[config.mk]
export PLATFORM = sky130hd
export DESIGN_NAME = barrel_shifter_pipe
export DESIGN_NICKNAME = d
export VERILOG_FILES = /design/src/rtl/bs_pkg.sv /design/src/rtl/bs_stage.sv /design/src/rtl/barrel_shifter_pipe.sv
export SDC_FILE = /design/constraint.sdc
export NUM_CORES = 1
export LEC_CHECK = 0
export CAP_MARGIN = 20
export CORE_ASPECT_RATIO = 1.5
export CORE_MARGIN = 4
export CORE_UTILIZATION = 51
export DETAILED_ROUTE_END_ITERATION = 10
export PLACE_DENSITY_LB_ADDON = 0.05
export REMOVE_ABC_BUFFERS = 1
export SLEW_MARGIN = 30
export SYNTH_ARGS = -nofsm -noshare
export SYNTH_HDL_FRONTEND = slang
export SYNTH_HIERARCHICAL = 1
export SYNTH_SLANG_ARGS = --single-unit
export TNS_END_PERCENT = 20
[constraint.sdc]
create_clock -name clk -period 1.4 [get_ports clk]
set_input_delay 0.14 -clock clk [delete_from_list [all_inputs] [get_ports clk]]
set_output_delay 0.14 -clock clk [all_outputs]
set_load 0.005 [all_outputs]
[src/rtl/bs_pkg.sv]
// Shared constants for the pipelined barrel shifter: mode encodings and widths.
package bs_pkg;

  localparam int MODE_W = 3;

  localparam logic [MODE_W-1:0] MODE_SLL = 3'd0;
  localparam logic [MODE_W-1:0] MODE_SRL = 3'd1;
  localparam logic [MODE_W-1:0] MODE_SRA = 3'd2;
  localparam logic [MODE_W-1:0] MODE_ROL = 3'd3;
  localparam logic [MODE_W-1:0] MODE_ROR = 3'd4;

endpackage

[src/rtl/bs_stage.sv]
// One registered log stage of the barrel shifter: conditionally shifts or
// rotates by SHIFT (gated by the matching amount bit) and holds the result in
// a valid/ready register slice.
module bs_stage
  import bs_pkg::*;
#(
  parameter  int WIDTH = 8,
  parameter  int TAG_W = 4,
  parameter  int SHIFT = 1,
  localparam int SHW   = $clog2(WIDTH),
  localparam int BIT   = $clog2(SHIFT)
) (
  input  logic              clk,
  input  logic              rst_n,
  input  logic              in_valid,
  output logic              in_ready,
  input  logic [WIDTH-1:0]  in_data,
  input  logic [SHW-1:0]    in_amt,
  input  logic [MODE_W-1:0] in_mode,
  input  logic [TAG_W-1:0]  in_tag,
  output logic              out_valid,
  input  logic              out_ready,
  output logic [WIDTH-1:0]  out_data,
  output logic [SHW-1:0]    out_amt,
  output logic [MODE_W-1:0] out_mode,
  output logic [TAG_W-1:0]  out_tag
);

  logic              valid_q;
  logic [WIDTH-1:0]  data_q, data_d, shifted;
  logic [SHW-1:0]    amt_q;
  logic [MODE_W-1:0] mode_q;
  logic [TAG_W-1:0]  tag_q;

  // Shift/rotate by SHIFT for the requested mode, applied only when this
  // stage's amount bit is set. The MSB of an arithmetic shift is never
  // disturbed, so the original sign travels down the pipe in data[WIDTH-1].
  always_comb begin
    // NOTE: every variable gets a default first so no path leaves it unassigned (no latch).
    shifted = in_data;
    case (in_mode)
      MODE_SLL: shifted = in_data << SHIFT;
      MODE_SRL: shifted = in_data >> SHIFT;
      MODE_SRA: shifted = {{SHIFT{in_data[WIDTH-1]}}, in_data[WIDTH-1:SHIFT]};
      MODE_ROL: shifted = {in_data[WIDTH-1-SHIFT:0], in_data[WIDTH-1:WIDTH-SHIFT]};
      MODE_ROR: shifted = {in_data[SHIFT-1:0], in_data[WIDTH-1:SHIFT]};
      default:  shifted = in_data;  // reserved modes pass data through
    endcase
    data_d = in_amt[BIT] ? shifted : in_data;
  end

  // An empty slot accepts regardless of downstream, so bubbles collapse.
  assign in_ready = !valid_q || out_ready;

  // Register slice: load a new beat (or a bubble) whenever this stage is ready.
  always_ff @(posedge clk or negedge rst_n) begin
    if (!rst_n) begin
      // NOTE: payload registers are reset too so the outputs read zero after reset, not X.
      valid_q <= 1'b0;
      data_q  <= '0;
      amt_q   <= '0;
      mode_q  <= '0;
      tag_q   <= '0;
    end else if (in_ready) begin
      // NOTE: sequential state uses non-blocking assignment so all stages update together.
      valid_q <= in_valid;
      if (in_valid) begin
        data_q <= data_d;
        amt_q  <= in_amt;
        mode_q <= in_mode;
        tag_q  <= in_tag;
      end
    end
  end

  assign out_valid = valid_q;
  assign out_data  = data_q;
  assign out_amt   = amt_q;
  assign out_mode  = mode_q;
  assign out_tag   = tag_q;

endmodule

[src/rtl/barrel_shifter_pipe.sv]
// Pipelined multi-mode barrel shifter: SHW chained log stages, stage k
// shifting by 2^k, with per-stage valid/ready backpressure.
module barrel_shifter_pipe
  import bs_pkg::*;
#(
  parameter  int WIDTH = 8,
  parameter  int TAG_W = 4,
  localparam int SHW   = $clog2(WIDTH)
) (
  input  logic              clk,
  input  logic              rst_n,
  input  logic              in_valid,
  output logic              in_ready,
  input  logic [WIDTH-1:0]  in_data,
  input  logic [SHW-1:0]    in_amt,
  input  logic [MODE_W-1:0] in_mode,
  input  logic [TAG_W-1:0]  in_tag,
  output logic              out_valid,
  input  logic              out_ready,
  output logic [WIDTH-1:0]  out_data,
  output logic [TAG_W-1:0]  out_tag
);

  // Index 0 is the block input; index k+1 is the output of stage k.
  logic              valid [SHW+1];
  logic              ready [SHW+1];
  logic [WIDTH-1:0]  data  [SHW+1];
  logic [SHW-1:0]    amt   [SHW+1];
  logic [MODE_W-1:0] mode  [SHW+1];
  logic [TAG_W-1:0]  tag   [SHW+1];

  assign valid[0]   = in_valid;
  assign data[0]    = in_data;
  assign amt[0]     = in_amt;
  assign mode[0]    = in_mode;
  assign tag[0]     = in_tag;
  assign ready[SHW] = out_ready;
  assign in_ready   = ready[0];

  for (genvar k = 0; k < SHW; k++) begin : g_stage
    bs_stage #(
      .WIDTH (WIDTH),
      .TAG_W (TAG_W),
      .SHIFT (2 ** k)
    ) u_stage (
      .clk       (clk),
      .rst_n     (rst_n),
      .in_valid  (valid[k]),
      .in_ready  (ready[k]),
      .in_data   (data[k]),
      .in_amt    (amt[k]),
      .in_mode   (mode[k]),
      .in_tag    (tag[k]),
      .out_valid (valid[k+1]),
      .out_ready (ready[k+1]),
      .out_data  (data[k+1]),
      .out_amt   (amt[k+1]),
      .out_mode  (mode[k+1]),
      .out_tag   (tag[k+1])
    );
  end

  assign out_valid = valid[SHW];
  assign out_data  = data[SHW];
  assign out_tag   = tag[SHW];

endmodule

==> metrics.md <==
| Metric | Value |
|---|---|
| Status | finished with violations |
| Failing checks | negative setup slack |
| IO Pins | 36 |
| Chip Height | 100.7 um |
| Kind of cell adding the most delay to the critical path | buffers and inverters |
| CP Capture Type | register |
| Port bufs | 35 |
| Crit path max-delay cell type | dfrtp_1 |
| Global-route wire length before repair | 11380 um |
| Worst Setup Start Kind | register |
| Largest net degree at the start of global routing | 49 |
| NumNets Final | 372 |
| Residual DRC count | 0 |
| Antenna fix cells | 0 |
| Critical path class | register to register |
| Leakage power | 0.001686 uW |
| TritonCTS clock tree | built |
| Multi-input logic area | 0.001692 mm2 |
| 1st-iter DRT viols | 82 |
| Flip-flop and latch area | 0.001205 mm2 |
| Hpwl dp | 5090 um |
| Avg Vias per Cell | ~5.5 |
| Initial Utilization | roughly 53% |
| Slew HR | 80.53% |
| CP arrival | 1660 ps |
| Placed cell area | around 0.0036 mm2 |
| GRT Residual Overflow | 0 |
| Hold Crit Class | input pin to async pin |
| Synth warn | 6 |
| Worst hold slack | 335.9 ps |
| Reg clk slew, reported paths | 90 ps |
| Final hold violations | 0 |
| CP max FO | 5 |
| Worst-margin pin slew | approximately 290 ps |
| Final RePlAce weighted congestion | roughly 0.86 |
| Critical Path RT | 1590 ps |
| Die ar. | 0.007026 mm2 |
| Top achievable clock speed | between 0.6 and 0.7 GHz |
| Max stage delay on crit path | roughly 370 ps |
| Clk buf depth | 2 |
| Mean Syn Cell Area | between 10 and 15 um2 |
| Final setup fails | 21 |
| CTS sink cnt | 48 |
| Placement Setup Slack | -405.7 ps |
| CTS root buffer | clkbuf_8 |
| Htree depth | 2 |
| Fin. max-slew vios | 0 |
| Initial antenna violation count | 0 |
| RSZ-0062 raised after global routing | yes |
| Layout area overhead | 34.02% |
| Die Span X | 69.79 um |
| Pwr Density | 1295 mW/mm2 |
| Total GRT Usage | roughly 20% |
| Final core occ | 70.74% |
| Worst Slack Setup Final | -74.20 ps |
| Number of global-route vias before repair | 2418 |
| Average wire per standard cell | 16.10 um |
| Max Clock Skew | 6.465 ps |
| Fill count | 450 |
| Most used cell, CP | buf_6 |
| Post-Syn Area | just under 0.003 mm2 |
| Fraction of layout cells with a size suffix above 1 | 35.04% |
| Num rows | 33 |
| Post-synthesis cell count | about 270 |
| Vias after detailed routing | ~2300 |
| Overall power | approximately 5000 uW |
| Clock latency on the worst-skew pair | 300 ps |
| Design Area, Final | 0.003914 mm2 |
| Detailed Routing Iterations Pass 1 | 4 |
| Min Clock Period, post-route | around 1500 ps |
| Max Cap Viol | 0 |
| Worst-path cell chain | nand2b_1 > buf_4 > buf_6 > buf_6 > nand2_4 > buf_12 > mux2_4 |
| Buf/Inv on CP | 4 |
| Core Area | 0.005533 mm2 |
| Worst vdd ir | approximately 0.58 mV |
| TritonCTS Buffers | 5 |
| Antenna-violating nets left | 0 |
| Period utilization | 105.3% |
| Final wirelength | 6778 um |
state kept, by name, indices dropped and copies added, names as in the netlist:
register	cells
g_stage.u_stage/out_valid	3
g_stage.u_stage/out_data	24
g_stage.u_stage/out_tag	12
g_stage.u_stage/out_amt	3
g_stage.u_stage/out_mode	6
path summary, 6_finish.rpt:
path                                                 from                              to  slack (ps)  cells past startpoint
setup / recovery             g_stage[2].u_stage/out_valid   g_stage[2].u_stage/out_tag[1]         -70                      7
hold / removal                                      rst_n    g_stage[2].u_stage/out_valid         340                      3
setup reg to reg             g_stage[2].u_stage/out_valid   g_stage[2].u_stage/out_tag[1]         -70                      7
hold reg to reg            g_stage[2].u_stage/out_data[6]  g_stage[2].u_stage/out_data[6]         480                      2
max in group asynchronous                           rst_n  g_stage[0].u_stage/out_mode[2]         820                      3
min in group clk                               in_mode[0]  g_stage[0].u_stage/out_mode[0]         340                      3
area by class of cell:
cell class	count	area share, %
clock buffers	6	2.110
inverters	2	0.1918
multi-input cells	207	43.22
flip-flops and latches	48	30.79
well taps	70	2.238
repair buffers	86	21.10
clock inverters	2	0.3517
layout by cell type (no fill, tap or decap), types with 3 or more instances in the layout:
cell,n
clkbuf_8,6
buf_6,10
dfrtp_1,45
o31ai_2,10
or3_1,3
o21ai_0,5
nor2_1,18
o2bb2ai_1,3
a21boi_1,10
mux2i_1,22
mux2_4,4
buf_12,3
nand2b_1,6
nand2_1,27
o31ai_1,3
clkdlybuf4s50_1,32
o221ai_1,3
a22oi_1,14
o21ai_1,8
buf_4,37
mux2_2,21
nand3b_1,8
dfrtp_2,3
per-layer routing:
layer	track usage, %	wire length [um]	vias up
li1	-	-	1162
met1	19.97	2431	1103
met2	41.08	3963	43
met3	2.894	167	15
met4	9.145	215	0
met5	0	0	-
stage by stage:
step | cells | TNS [ps]
after detailed placement | 408 | -12360
final | 421 | -671.7
after global placement | 408 | -11580
after floorplan | 257 | -2683
after global routing | 421 | -2975
after CTS | 421 | -281.7
what timing repair did:
action                                  4_1_cts  5_1_grt
endpoints found under the setup margin       41       46
hold buffers                                  1        0
pin swaps                                     1        7
buffers inserted                              5        0
cloned                                        1        0
hold endpoints to repair                     48        0
resized for setup                            23       20
where the power goes:
part	internal (uW)	leakage [uW]	switching, uW
clock network	405	0.0000516	476
logic	1230	0.00106	839
registers	1760	0.000570	357
worst register-to-register path, cell delays in order (launching register included):
cell and delay, ps:
dfrtp_1 370, nand2b_1 90, buf_4 140, buf_6 100, buf_6 110, nand2_4 110
buf_12 140, mux2_4 300
Note: power is estimated with default switching activity, not from simulation.
